File: config.mk
export PLATFORM = sky130hd
export DESIGN_NAME = dcache_array_swp
export DESIGN_NICKNAME = d
export VERILOG_FILES = /design/src/rtl/dcache_array_swp.sv
export SDC_FILE = /design/constraint.sdc
export NUM_CORES = 1
export LEC_CHECK = 0
export CORE_MARGIN = 10
export CORE_UTILIZATION = 59
export CTS_CLUSTER_DIAMETER = 30
export DETAILED_ROUTE_END_ITERATION = 6
export PLACE_DENSITY = 0.84
export SKIP_CTS_REPAIR_TIMING = 1
export SYNTH_ARGS = -nofsm -noshare
export SYNTH_HDL_FRONTEND = slang
export SYNTH_SLANG_ARGS = --single-unit
File: constraint.sdc
create_clock -name clk -period 3.14 [get_ports clk]
set_clock_uncertainty 0.05 [all_clocks]
set_input_delay 0.471 -clock clk [delete_from_list [all_inputs] [get_ports clk]]
set_output_delay 0.471 -clock clk [all_outputs]
set_load 0.005 [all_outputs]
File: src/rtl/dcache_array_swp.sv
// dcache_array_swp: dual-read, granule-masked cache state array
// with a self-timed clear sweep used after reset and on request.
module dcache_array_swp #(
  parameter int s_index = 3,
  parameter int width   = 24,
  parameter int gran    = 8
) (
  input  logic                    clk,
  input  logic                    rst,
  input  logic                    clear,
  output logic                    busy,
  input  logic                    read0,
  input  logic [s_index-1:0]      rindex0,
  output logic [width-1:0]        dataout0,
  input  logic                    read1,
  input  logic [s_index-1:0]      rindex1,
  output logic [width-1:0]        dataout1,
  input  logic                    load,
  input  logic [s_index-1:0]      windex,
  input  logic [width/gran-1:0]   wmask,
  input  logic [width-1:0]        datain
);

  localparam int num_sets = 2**s_index;
  localparam int nmask    = width / gran;
  localparam logic [s_index-1:0] LAST = '1;

  typedef enum logic {IDLE, SWEEP} state_t;

  state_t                r_state;
  state_t                w_next;
  logic [s_index-1:0]    r_ptr;
  logic [width-1:0]      r_data [num_sets];
  logic [width-1:0]      w_fwd0;
  logic [width-1:0]      w_fwd1;
  logic                  w_idle;

  assign w_idle = (r_state == IDLE);

  // State and sweep pointer; reset restarts the sweep from set 0
  always_ff @(posedge clk or posedge rst) begin
    if (rst) begin
      r_state <= SWEEP;
      r_ptr   <= '0;
    end else begin
      r_state <= w_next;
      if (r_state == SWEEP)
        r_ptr <= (r_ptr == LAST) ? '0 : r_ptr + 1'b1;
    end
  end

  // Next state: clear starts a sweep, sweep ends after the last set
  always_comb begin
    w_next = r_state;
    unique case (r_state)
      IDLE:  if (clear) w_next = SWEEP;
      SWEEP: if (r_ptr == LAST) w_next = IDLE;
      default: w_next = SWEEP;
    endcase
  end

  // Busy is a pure decode of the registered state
  always_comb begin
    busy = (r_state == SWEEP);
  end

  // Storage: sweep zeroes one set per cycle, otherwise masked write
  always_ff @(posedge clk) begin
    if (r_state == SWEEP) begin
      r_data[r_ptr] <= '0;
    end else if (load) begin
      for (int g = 0; g < nmask; g++)
        if (wmask[g])
          r_data[windex][g*gran +: gran] <= datain[g*gran +: gran];
    end
  end

  // Per-granule forwarding of a same-cycle write onto both read ports
  always_comb begin
    w_fwd0 = r_data[rindex0];
    w_fwd1 = r_data[rindex1];
    for (int g = 0; g < nmask; g++) begin
      if (load && wmask[g] && (windex == rindex0))
        w_fwd0[g*gran +: gran] = datain[g*gran +: gran];
      if (load && wmask[g] && (windex == rindex1))
        w_fwd1[g*gran +: gran] = datain[g*gran +: gran];
    end
  end

  // Registered read ports; hold when not reading or while sweeping
  always_ff @(posedge clk or posedge rst) begin
    if (rst) begin
      dataout0 <= '0;
      dataout1 <= '0;
    end else begin
      if (w_idle && read0) dataout0 <= w_fwd0;
      if (w_idle && read1) dataout1 <= w_fwd1;
    end
  end

endmodule

Word level (Yosys, flattened, before mapping):

Memories as Yosys holds them, arrays and structs flattened. A register that Yosys moved wholly into a read port is not among the register bits.
Cells that the tools add are included.

* add/subtract/negate cells: 1
* equality and inequality tests: 1
* multiplexer cells: 21
* bitwise operators: 1
* reduce and logical (&&, ||, !) cells: 3

Operators with widths (number)
* $mux W24: 1
* $reduce_or A24 Y1: 1
* $mux W1: 16
* $mux W3: 3
* $add A3 B1 Y3 const B: 1
* $eq A3 B3 Y1 const B: 1
* $logic_and A1 B1 Y1: 2
* $pmux W1 S2: 1
* $not A1 Y1: 1

* register bits: 4
* bits in writable memories: 192
* output and inout bits: 49
* logic and storage cells: 30
* memories kept: 1

Memory list
* r_data: words 8, bits a word 24, rd ports 2, clocked after memory_dff 2, write ports 1, RTL line 33 `logic [width-1:0] r_data [num_sets];`

Depth between registers and ports, before layout:

* depth in word-level cells: 6
* mapped depth: 9

Least setup slack after synthesis:

OpenSTA, ideal clock, no wires.

* path kind: input to register
* start: in wmask[2]
* end: mem r_data[1][16], enable pin
* setup time: 0.383 ns
* arrival: 2.257 ns
* data required time: 2.707 ns
* path slack: 0.449 ns
* stages: 7
* buffers on the path: 2
* path through: or3_1 > buf_2 > nand3_1 > nand2_1 > or2_2 > clkbuf_1 > nor3_1

* word-level cells in the longest chain between the ends: 6
* elaborated cells between the ends (all ways): 7

RTL lines
* from (decl): RTL line 20 `input logic [width/gran-1:0] wmask,`
* $mux W1 (*): RTL line 73 `if (wmask[g])`
* $mux W1 (*): RTL line 71 `end else if (load) begin`
* $mux W1 (*): RTL line 69 `if (r_state == SWEEP) begin`
* $mux W1 (implied by the code) (*): RTL line 74 `r_data[windex][g*gran +: gran] <= datain[g*gran +: gran];`
* $reduce_or A24 Y1 (no line)
* $mux W3 (no line)
* to (decl): RTL line 33

Every way passes the cells marked *; elsewhere a longest branch is shown, timed or not.

==> run metrics <==
run status finished clean; Clk network pwr share roughly a third; area fraction of the dominant cell type after synthesis approximately half; Reg2Reg Launch Point busy; CTS tree done; final setup fails 0; GP Congestion around 0.86; antenna cell count 0; Tmin final about 2.7 ns; setup slack, reg-to-reg 0.41 ns; post-route setup TNS 0 ns; GR Overflow Total 0; global route hottest layer met2; area leader, netlist edfxtp_1; Crit Reg-Reg Endpoint dataout1[14]; Initial DRC Count 874; R2R cell count 7; Flop pwr share 36.8%; # DRC 0; FFs w/ async S/R, synth 21.3%; Sink Count 244; top_reg_cell synth edfxtp_1; final WL 33,800 microns; largest cells by area after synthesis edfxtp_1 49%, mux4_2 19%, dfrtp_1 11%; Max clock buf depth 3; post-synthesis net count about 780; Core Footprint 19,500 sq um; Worst-path clk slew ~0.06 ns; GR Layer Usage met3 6.29%; initial antenna violation count 0; Max Cap Viol 0; Hold Crit Class in -> async; Via-to-Cell Ratio between 6 and 7; layout cell share with drive strength beyond 1 32.7%; sequential area share after synthesis between 60% and 70%; RSZ-0062 raised after global routing no; sw power 4.51 mW; kind of critical path in -> reg; Sw Ratio 32.0%; CTS root buf clkbuf_16; first drt pass iteration count 5; CP arrival 3.11 ns; Yosys cell types 41; Seq cells post-synth 244; M1 GR Usage about 31%; static leakage 5.48 nW; mapped cell area 11,700 sq um; placed standard-cell area 13,200 sq um; area delta synth->final 25.9%; Final #Nets approximately 920; # port buffers 90; wire per inst 28.7 microns; worst slew pin tran 1.09 ns; Internal approximately 9.6 mW; H-tree lvl count 2; max-slew violation count 0; Ports 91; GRT Resource Usage Total 26.0%; CP max stage delay 0.49 ns; die height 161 microns; floorplan row count 51; buffers and inverters on the worst path 1; Clk Latency, worst-skew pair 0.54 ns; total CTS buffers 44; chip width 161 microns; crit share post-route 87.4%; Critical Path RT ~3.5 ns; Crit path max-delay family compound AO/OA/AOI/OAI gates; Die Area 25,800 sq um; logic gate share of total power 28.7%; Synth Instances 738; CP Launch Type input port; dpl hpwl 20,600 microns; Power Density 961 nW/um^2; first-pass GRT wire length 51,900 microns; number of global-route vias before repair 8,800; Crit. End Element register; effective utilization at floorplan 59.9%; EDFF count, synth between 150 and 200; slowest CP cell or3_1; Max Freq 364 MHz; final instance area 14,700 sq um; crit path cell chain clkdlybuf4s50_1 -> or3_1 -> a21oi_1 -> o21ai_1 -> a211oi_1 -> nand2_1 -> o221ai_1; worst vdd ir 0.623 mV; worst rel slew slack 27.2%; number of synthesis warnings 0; largest net degree at the start of global routing between 40 and 50; post-route ant nets 0; Syn Area/Cell 15.8 sq um; GR Layer Usage met2 43.8%; vias post-DR 8,176; final count of hold timing violations 0; crit-path max FO 9
==> state kept, by name (all words and copies together) (netlist names) <==
| signal | count |
|---|---|
| busy | 1 |
| dataout0 | 24 |
| dataout1 | 24 |
| r_data | 192 |
| r_ptr | 3 |
==> routing by layer <==
layer,up-vias,share of wire (%)
met2,666,51
met5,-,0
met1,4106,35
li1,3262,-
met4,0,4.3
met3,142,10
==> worst max path at each step <==
stage          startpoint            end  slack [ns]  depth (start not counted)
2_1_floorplan    wmask[2]  r_data[1][16]        0.45                          7
3_3_place_gp     wmask[1]    dataout1[4]        0.20                          7
3_5_place_dp     wmask[1]   dataout1[13]        0.05                          8
4_1_cts          wmask[1]   dataout1[14]        0.46                          7
5_1_grt          wmask[1]   dataout1[14]        0.29                          7
6_report         wmask[1]   dataout1[14]        0.39                          7
==> Yosys cell counts, types with 6 or more instances <==
master    count
a21oi_1      41
a31o_2       22
and3_1        6
buf_1         6
buf_2        15
clkbuf_1     33
dfrtp_1      51
edfxtp_1    192
inv_1        26
mux2_2       23
mux2i_1      34
mux4_2       96
nand2_1      47
nor2_1       19
nor3_1       37
o21ai_0       8
o21ai_1      25
o221ai_1     13
==> power by group through the flow <==
| stage | sequential (mW) | combinational [mW] | clock [mW] |
|---|---|---|---|
| 2_1_floorplan | 5.01 | 2.15 | 0 |
| 3_3_place_gp | 5.06 | 3.77 | 0 |
| 3_5_place_dp | 5.18 | 3.92 | 0 |
| 4_1_cts | 5.16 | 4.02 | 4.88 |
| 5_1_grt | 5.25 | 4.29 | 5.04 |
| 6_report | 5.19 | 4.05 | 4.86 |
==> placed cells by master, fill, tap and decap left out, types with 3 or more instances in the layout <==
| cell | instances |
|---|---|
| a21oi_1 | 41 |
| mux4_2 | 96 |
| inv_6 | 11 |
| clkinv_2 | 3 |
| mux2_2 | 23 |
| nor3_1 | 37 |
| clkbuf_16 | 45 |
| o21ai_0 | 8 |
| or3_1 | 3 |
| nand2_1 | 47 |
| a31o_2 | 22 |
| a21o_1 | 4 |
| buf_12 | 5 |
| bufinv_16 | 5 |
| o221ai_1 | 13 |
| dfrtp_1 | 51 |
| and3_1 | 6 |
| nor2_1 | 19 |
| clkbuf_1 | 5 |
| nand3_1 | 4 |
| edfxtp_1 | 192 |
| mux2i_1 | 34 |
| inv_1 | 25 |
| clkdlybuf4s50_1 | 86 |
| clkinv_4 | 5 |
| clkinvlp_4 | 6 |
| buf_4 | 52 |
| o21ai_1 | 25 |
| buf_2 | 4 |
| a21oi_2 | 3 |
==> final cells by class <==
cell class	count	area [sq um]
inverters	26	97.6
clock inverters	32	373
multi-input cells	414	4290
repair buffers	147	1370
flip-flops and latches	244	7070
clock buffers	50	1140
well taps	265	332
fillers	1067	4790
==> through the flow <==
stage	setup slack, ns	std cells	hold WS (ns)	util (%)	total power, mW
after floorplan	0.449	738	0.429	-	7.16
after global placement	0.203	1096	0.418	67.6	8.83
after detailed placement	0.0502	1096	0.426	67.6	9.10
after CTS	0.455	1178	0.261	75.4	14.1
after global routing	0.288	1178	0.285	75.4	14.6
final	0.395	1178	0.258	75.4	14.1
==> cells by family (layout without fill, tap and decap cells) <==
logic type      count (synthesis)  count (layout)  synth area share (%)
compound gates                122             122                  6.75
fa+ha+maj                       2               2                 0.215
buf+inv                        80             255                  2.74
flops                         244             244                  60.6
mux                           156             156                  24.0
simple gates                  134             134                  5.64
==> worst register-to-register path: stages (launching register included) <==
cell and delay [ns]:
dfstp_2 0.69, nor2b_1 0.13, buf_4 0.17, a21oi_1 0.32
o21ai_1 0.26, a211oi_1 0.33, nand2_1 0.34, o221ai_1 0.34
No activity file was read; power rests on OpenSTA's default activity.
